**src/rtl/mem_xfer_unit_if.sv**
```systemverilog
// Memory-side port of the transfer unit: word address, strobes, byte
// enables and data, with a single ready completion signal from memory.
interface mem_xfer_unit_if #(
  parameter int ADDR_W = 9
);
  logic [ADDR_W-1:0] mem_addr;
  logic              mem_read;
  logic              mem_write;
  logic [3:0]        mem_be;
  logic [31:0]       mem_wdata;
  logic [31:0]       mem_rdata;
  logic              mem_ready;

  modport master (
    output mem_addr,
    output mem_read,
    output mem_write,
    output mem_be,
    output mem_wdata,
    input  mem_rdata,
    input  mem_ready
  );

  modport slave (
    input  mem_addr,
    input  mem_read,
    input  mem_write,
    input  mem_be,
    input  mem_wdata,
    output mem_rdata,
    output mem_ready
  );
endinterface

```
**src/rtl/mem_xfer_unit.sv**
```systemverilog
// Memory transfer unit: takes one load/store request, holds it in MAR/MDR,
// runs a ready-handshaked access with lane steering, sign extension,
// misalignment rejection and a stall timeout.
//
// state     | meaning
// ----------+-----------------------------------------------------------
// ST_IDLE   | waiting for start; request latched on acceptance
// ST_ACCESS | strobe asserted, waiting for mem_ready or timeout
// ST_DONE   | one-cycle done pulse, error valid; start ignored
module mem_xfer_unit #(
  parameter int ADDR_W   = 9,
  parameter int MAX_WAIT = 15
) (
  input  logic              clock,
  input  logic              clear,
  input  logic              start,
  input  logic              write,
  input  logic [1:0]        size,
  input  logic              sign,
  input  logic [ADDR_W-1:0] addr,
  input  logic [31:0]       wdata,
  output logic              busy,
  output logic              done,
  output logic              error,
  output logic [31:0]       rdata,
  output logic [ADDR_W-1:0] mar,
  mem_xfer_unit_if.master   mem
);

  localparam logic [7:0] LAST_WAIT = 8'(MAX_WAIT - 1);

  typedef enum logic [1:0] {ST_IDLE, ST_ACCESS, ST_DONE} state_t;

  state_t      state;
  logic        req_write;
  logic [1:0]  req_size;
  logic        req_sign;
  logic [7:0]  wait_cnt;
  logic        rd_q;
  logic        wr_q;
  logic [3:0]  be_q;
  logic [31:0] wdata_q;

  function automatic logic bad_request(input logic [1:0] sz, input logic [1:0] lo);
    logic r;
    case (sz)
      2'b00:   r = 1'b0;
      2'b01:   r = lo[0];
      2'b10:   r = (lo != 2'b00);
      default: r = 1'b1;
    endcase
    return r;
  endfunction

  function automatic logic [3:0] lane_enables(input logic [1:0] sz, input logic [1:0] lo);
    logic [3:0] r;
    case (sz)
      2'b00:   r = 4'b0001 << lo;
      2'b01:   r = lo[1] ? 4'b1100 : 4'b0011;
      default: r = 4'b1111;
    endcase
    return r;
  endfunction

  // Byte/half data is replicated so every lane of its size carries it;
  // byte enables pick out the one that matters.
  function automatic logic [31:0] steer_wdata(input logic [1:0] sz, input logic [31:0] w);
    logic [31:0] r;
    case (sz)
      2'b00:   r = {4{w[7:0]}};
      2'b01:   r = {2{w[15:0]}};
      default: r = w;
    endcase
    return r;
  endfunction

  function automatic logic [31:0] align_load(input logic [31:0] d, input logic [1:0] sz,
                                             input logic [1:0] lo, input logic sx);
    logic [7:0]  b;
    logic [15:0] h;
    logic [31:0] r;
    case (lo)
      2'd0:    b = d[7:0];
      2'd1:    b = d[15:8];
      2'd2:    b = d[23:16];
      default: b = d[31:24];
    endcase
    h = lo[1] ? d[31:16] : d[15:0];
    case (sz)
      2'b00:   r = {{24{sx & b[7]}}, b};
      2'b01:   r = {{16{sx & h[15]}}, h};
      default: r = d;
    endcase
    return r;
  endfunction

  // Sequencer: request latch, access/timeout control and registered outputs.
  always_ff @(posedge clock) begin
    if (!clear) begin
      state     <= ST_IDLE;
      busy      <= 1'b0;
      done      <= 1'b0;
      error     <= 1'b0;
      rdata     <= '0;
      mar       <= '0;
      req_write <= 1'b0;
      req_size  <= 2'b00;
      req_sign  <= 1'b0;
      wait_cnt  <= '0;
      rd_q      <= 1'b0;
      wr_q      <= 1'b0;
      be_q      <= 4'b0000;
      wdata_q   <= '0;
    end else begin
      done <= 1'b0;
      unique case (state)
        ST_IDLE: begin
          if (start) begin
            mar       <= addr;
            req_write <= write;
            req_size  <= size;
            req_sign  <= sign;
            wdata_q   <= steer_wdata(size, wdata);
            wait_cnt  <= '0;
            busy      <= 1'b1;
            if (bad_request(size, addr[1:0])) begin
              state <= ST_DONE;
              done  <= 1'b1;
              error <= 1'b1;
            end else begin
              state <= ST_ACCESS;
              error <= 1'b0;
              rd_q  <= !write;
              wr_q  <= write;
              be_q  <= lane_enables(size, addr[1:0]);
            end
          end
        end
        ST_ACCESS: begin
          if (mem.mem_ready) begin
            if (!req_write) begin
              rdata <= align_load(mem.mem_rdata, req_size, mar[1:0], req_sign);
            end
            state <= ST_DONE;
            done  <= 1'b1;
            error <= 1'b0;
            rd_q  <= 1'b0;
            wr_q  <= 1'b0;
            be_q  <= 4'b0000;
          end else if (wait_cnt == LAST_WAIT) begin
            state <= ST_DONE;
            done  <= 1'b1;
            error <= 1'b1;
            rd_q  <= 1'b0;
            wr_q  <= 1'b0;
            be_q  <= 4'b0000;
          end else begin
            wait_cnt <= wait_cnt + 8'd1;
          end
        end
        ST_DONE: begin
          state <= ST_IDLE;
          busy  <= 1'b0;
        end
        default: state <= ST_IDLE;
      endcase
    end
  end

  assign mem.mem_addr  = {mar[ADDR_W-1:2], 2'b00};
  assign mem.mem_read  = rd_q;
  assign mem.mem_write = wr_q;
  assign mem.mem_be    = be_q;
  assign mem.mem_wdata = wdata_q;

endmodule

```
**src/flat_wrapper.sv**
```systemverilog
// flat-port wrapper written by rule: the top's interface ports become plain ports
module mem_xfer_unit_flat 
#(
  parameter int ADDR_W   = 9,
  parameter int MAX_WAIT = 15
)
  (clock, clear, start, write, size, sign, addr, wdata, busy, done, error, rdata, mar, mem_mem_addr, mem_mem_read, mem_mem_write, mem_mem_be, mem_mem_wdata, mem_mem_rdata, mem_mem_ready);
  mem_xfer_unit_if #(.ADDR_W(ADDR_W)) mem_i ();
  input  logic clock;
  input  logic clear;
  input  logic start;
  input  logic write;
  input  logic [1:0] size;
  input  logic sign;
  input  logic [ADDR_W-1:0] addr;
  input  logic [31:0] wdata;
  output logic busy;
  output logic done;
  output logic error;
  output logic [31:0] rdata;
  output logic [ADDR_W-1:0] mar;
  output wire logic [$bits(mem_i.mem_addr)-1:0] mem_mem_addr;
  output wire logic [$bits(mem_i.mem_read)-1:0] mem_mem_read;
  output wire logic [$bits(mem_i.mem_write)-1:0] mem_mem_write;
  output wire logic [$bits(mem_i.mem_be)-1:0] mem_mem_be;
  output wire logic [$bits(mem_i.mem_wdata)-1:0] mem_mem_wdata;
  input wire logic [$bits(mem_i.mem_rdata)-1:0] mem_mem_rdata;
  input wire logic [$bits(mem_i.mem_ready)-1:0] mem_mem_ready;
  assign mem_mem_addr = mem_i.mem_addr;
  assign mem_mem_read = mem_i.mem_read;
  assign mem_mem_write = mem_i.mem_write;
  assign mem_mem_be = mem_i.mem_be;
  assign mem_mem_wdata = mem_i.mem_wdata;
  assign mem_i.mem_rdata = mem_mem_rdata;
  assign mem_i.mem_ready = mem_mem_ready;
  mem_xfer_unit #(.ADDR_W(ADDR_W), .MAX_WAIT(MAX_WAIT)) u_core (.clock(clock), .clear(clear), .start(start), .write(write), .size(size), .sign(sign), .addr(addr), .wdata(wdata), .busy(busy), .done(done), .error(error), .rdata(rdata), .mar(mar), .mem(mem_i));
endmodule
```
**config.mk**
```make
export PLATFORM = sky130hd
export DESIGN_NAME = mem_xfer_unit_flat
export DESIGN_NICKNAME = d
export VERILOG_FILES = /design/src/rtl/mem_xfer_unit_if.sv /design/src/rtl/mem_xfer_unit.sv /design/src/flat_wrapper.sv
export SDC_FILE = /design/constraint.sdc
export NUM_CORES = 1
export LEC_CHECK = 0
export ABC_AREA = 1
export BUFFER_PORTS_ARGS = -buffer_cell sky130_fd_sc_hd__buf_2
export CAP_MARGIN = 20
export CORE_ASPECT_RATIO = 0.7
export CORE_UTILIZATION = 45
export DETAILED_ROUTE_END_ITERATION = 10
export PLACE_DENSITY = 0.74
export SYNTH_ARGS = -nofsm -noshare
export SYNTH_HDL_FRONTEND = slang
export SYNTH_SLANG_ARGS = --single-unit
```
**constraint.sdc**
```tcl
create_clock -name clock -period 2.85 [get_ports clock]
set_input_delay 0 -clock clock [delete_from_list [all_inputs] [get_ports clock]]
set_output_delay 0 -clock clock [all_outputs]
set_load 0.03 [all_outputs]
```
==> impl_summary.log <==
[metrics] highest-delay cell along the critical path: sky130_fd_sc_hd__dlygate4sd3_1
[metrics] number of instances in the placed design: between 900 and 1000
[metrics] post-synthesis compound-gate area fraction: between 10% and 20%
[metrics] detailed-route wire length: 14000 um
[metrics] die footprint: between 0.01 and 0.015 mm2
[metrics] Rows: 31
[metrics] GRT Overall Usage: about a quarter
[metrics] Max Freq: 416 MHz
[metrics] vertical die dimension: between 80 and 90 um
[metrics] Post-Syn Area per Cell: about 7 um2
[metrics] number of iterations in the first detailed-routing pass: 9
[metrics] hold violation count in the final report: 0
[metrics] maximum VDD drop: between 300 and 400 uV
[metrics] htree depth: 3
[metrics] non-filler instance count after layout: roughly 1000
[metrics] WS Path Type: reg2reg
[metrics] post-detailed-route via-to-cell ratio: between 5 and 6
[metrics] Clock Path Buffers: 2
[metrics] DRC errors left: 9
[metrics] Tightest Hold Check Type: in2reg
[metrics] startpoint kind of the worst setup timing path: flop
[metrics] final cycle utilization of the critical path: a little over four fifths
[metrics] cell type group with the largest total delay on the critical path: buffers and inverters
[metrics] number of placed I/O pins: 172
[metrics] Cell Chain, Critical Path: nor2_4 -> nand2_4 -> inv_1 -> buf_4 -> o21ai_0 -> a31oi_1 -> dlygate4sd3_1
[metrics] synthesized instance count: about 700
[metrics] final worst clock skew: ~0.008 ns
[metrics] adder and majority cell fraction of the synthesized area: 0.521%
[metrics] initial antenna violation count: 0
[metrics] run status: complete, but fails checks
[metrics] remaining global-route overflow: 0
[metrics] worst stage delay on the critical path: 0.55 ns
[metrics] largest family of logic cells by synthesized area: simple AND/OR/NAND/NOR gates
[metrics] Netlist cell types: 35
[metrics] clk_lat worst skew: approximately 0.34 ns
[metrics] fraction of synthesized area in multiplexers: 0%
[metrics] Worst Tran Pin Value: approximately 0.80 ns
[metrics] remaining number of nets flagged by the antenna check after routing: 0
[metrics] Pins Over Slew Limit: 0
[metrics] most area-hungry cell type in the Yosys netlist: sky130_fd_sc_hd__dfxtp_1
[metrics] failing checks: design-rule violations
[metrics] first-pass GRT wire length: 22300 um
[metrics] data required time of the critical path: 3.14 ns
[metrics] Worst Path Buf+Inv: 3
[metrics] Synth warnings: 0
[metrics] critical path capture point type: flop
[metrics] post-synth top area share: between 30% and 40%
[metrics] Maximum Capacitance Violations: 0
[metrics] post-CTS repair timing setup buffer count: 0
[metrics] initial drt markers: approximately 370
[metrics] Setup TNS: 0 ns
[metrics] top flip-flop cell by instance count after synthesis: sky130_fd_sc_hd__dfxtp_1
[metrics] Core Area: roughly 0.010 mm2
[metrics] # setup viols final: 0
[metrics] crit path DAT: about 2.7 ns
[metrics] post-route minimum period: ~2.4 ns
[metrics] number of global-route vias before repair: approximately 4500
[metrics] antenna cell count: 0
[metrics] sinks on the clock net: between 90 and 100
[metrics] detailed-route via count: about 5000
[metrics] share of synthesized area occupied by flip-flops and latches: between 30% and 40%
[metrics] Final Wtd Congestion: a little over 0.9
[metrics] ratio of cells with drive above 1 in the final layout: between 20% and 30%
[metrics] Yosys reg bits: 96
[metrics] final net count: ~950
[metrics] fraction of the mapped netlist area in simple logic gates: between 20 and 30%
[metrics] number of buffers created by CTS: 9
[metrics] synthesis-to-layout area growth: 28.4%
[metrics] number of enable flip-flop cells after synthesis: 0
[metrics] slack of the worst reg-to-reg path: around 0.45 ns
[metrics] starting density of the core: a little under half
[metrics] master cell of the clock root buffer: sky130_fd_sc_hd__clkbuf_16
[metrics] Relative slew margins: a little under half
[metrics] total leakage power: 3.07 nW
[metrics] async set or reset register ratio after synthesis: 0%
[metrics] clock-pin transition on the worst setup and hold timing paths: approximately 0.070 ns
[metrics] power density over the cells: ~550 mW/mm2
[metrics] maximum fanout encountered on the critical timing path: 35
[metrics] clock tree from TritonCTS: yes
[metrics] count of buffers from port buffering: ~170
[metrics] maximum number of pins on one net before global-route repair: 36
[metrics] top post-synthesis cells by area: sky130_fd_sc_hd__dfxtp_1 (40%), sky130_fd_sc_hd__nand2_1 (11%), sky130_fd_sc_hd__nor2_1 (7.2%)
[metrics] Post-DP HPWL: roughly 9800 um
[metrics] filler cell count in the final layout: 990
[metrics] RSZ-0062 raised after global routing: no
[metrics] mapped cell area: between 0.004 and 0.005 mm2
[metrics] final routed wire length divided by cell count: approximately 14 um
[metrics] post-synthesis xor/xnor area fraction: 0%
[metrics] horizontal die dimension: around 130 um
==> cells by family after synthesis <==
logic type      after synthesis
other cells                   1
buf+inv                     113
compound gates              170
fa+ha+maj                     2
flops                        96
simple gates                313
==> where the power goes <==
| group | internal, mW | total (mW) | switching (mW) |
|---|---|---|---|
| Combinational | 0.270 | 0.828 | 0.558 |
| Clock | 0.591 | 1.10 | 0.508 |
| Sequential | 1.44 | 1.49 | 0.0584 |
| Total | 2.30 | 3.42 | 1.13 |
==> sequential cells by signal (all words and copies together) (netlist names) <==
signal	flops
u_core.mem.mem_read	1
u_core.mar	9
u_core.req_write	1
u_core.rdata	32
u_core.mem.mem_wdata	32
u_core.mem.mem_be	4
u_core.req_size	2
u_core.error	1
u_core.mem.mem_write	1
u_core.done	1
u_core.state	2
u_core.busy	1
u_core.req_sign	1
u_core.wait_cnt	8
==> synthesized netlist by cell type (2+ instances only) <==
| master | instances |
|---|---|
| sky130_fd_sc_hd__buf_4 | 13 |
| sky130_fd_sc_hd__nor2_1 | 92 |
| sky130_fd_sc_hd__nand2_4 | 4 |
| sky130_fd_sc_hd__buf_6 | 5 |
| sky130_fd_sc_hd__o22ai_1 | 9 |
| sky130_fd_sc_hd__o21ai_0 | 61 |
| sky130_fd_sc_hd__a21oi_2 | 4 |
| sky130_fd_sc_hd__nand4_1 | 4 |
| sky130_fd_sc_hd__clkbuf_1 | 12 |
| sky130_fd_sc_hd__nand3_2 | 3 |
| sky130_fd_sc_hd__a21oi_1 | 63 |
| sky130_fd_sc_hd__dfxtp_1 | 96 |
| sky130_fd_sc_hd__a31oi_1 | 11 |
| sky130_fd_sc_hd__o21ai_1 | 9 |
| sky130_fd_sc_hd__inv_4 | 2 |
| sky130_fd_sc_hd__a211oi_1 | 2 |
| sky130_fd_sc_hd__inv_1 | 60 |
| sky130_fd_sc_hd__nand3_1 | 52 |
| sky130_fd_sc_hd__or2_2 | 8 |
| sky130_fd_sc_hd__nand2_1 | 141 |
| sky130_fd_sc_hd__buf_1 | 3 |
| sky130_fd_sc_hd__nor2_4 | 5 |
| sky130_fd_sc_hd__ha_1 | 2 |
| sky130_fd_sc_hd__buf_2 | 14 |
| sky130_fd_sc_hd__inv_2 | 3 |
| sky130_fd_sc_hd__a22o_1 | 8 |
==> tightest hold or removal path: stages <==
cell and delay [ns]:
sky130_fd_sc_hd__buf_2 0.08, sky130_fd_sc_hd__o21ai_0 0.12, sky130_fd_sc_hd__nor2_1 0.10
==> per-layer routing <==
layer  GRT usage, %  routed length, um  up-vias
met5              0                  0        -
met4           7.87                225        0
met3           5.38               1070       23
met2           37.3               5720      215
met1           37.0               6970     2243
li1               -                  -     2610
==> cell usage in the layout (no fill, tap or decap), drive strengths merged, types with 8 or more instances in the layout <==
cell         instances
a21oi               67
nor2                97
inv                 65
a31oi               11
dlygate4sd3         33
o21ai               71
nand3               56
dfxtp               96
or2                  9
o22ai                9
a22o                 8
buf                174
nand2              146
clkbuf              11
==> timing repair <==
action | CTS | global route
setup endpoints to repair | 0 | 0
hold endpoints to repair | 34 | 0
hold buffers | 33 | 0
gates resized for setup | 0 | 0
==> area by class of cell <==
type | instances | area [um2] | share of cell area, %
flip-flops and latches | 96 | 1920 | 31.1
clock buffers | 11 | 233 | 3.77
multi-input cells | 487 | 2350 | 38.1
inverters | 65 | 249 | 4.04
repair buffers | 207 | 1210 | 19.7
clock inverters | 5 | 33.8 | 0.548
well taps | 132 | 165 | 2.68
==> final timing paths <==
| kind | from | end | cells past startpoint |
|---|---|---|---|
| setup reg to reg | u_core.state[0] | u_core.mem.mem_wdata[31] | 7 |
| setup / recovery | u_core.state[0] | u_core.mem.mem_wdata[31] | 7 |
| hold reg to reg | u_core.mem.mem_wdata[17] | u_core.mem.mem_wdata[17] | 2 |
| hold / removal | addr[8] | u_core.mar[8] | 3 |
==> per-stage QoR <==
stage | utilization (%) | setup WS, ns | area, um2 | power, mW | hold WS [ns]
3_3_place_gp | 53.8 | 1.04 | 5570 | 2.30 | 0.255
5_1_grt | 59.6 | 0.249 | 6170 | 3.59 | 0.0116
4_1_cts | 59.6 | 0.449 | 6170 | 3.44 | 0.00498
6_report | 59.6 | 0.446 | 6170 | 3.42 | 0.0107
3_5_place_dp | 53.8 | 0.956 | 5570 | 2.30 | 0.261
2_1_floorplan | - | 1.44 | 4810 | 2.08 | 0.149
(Power assumes the default switching activity.)
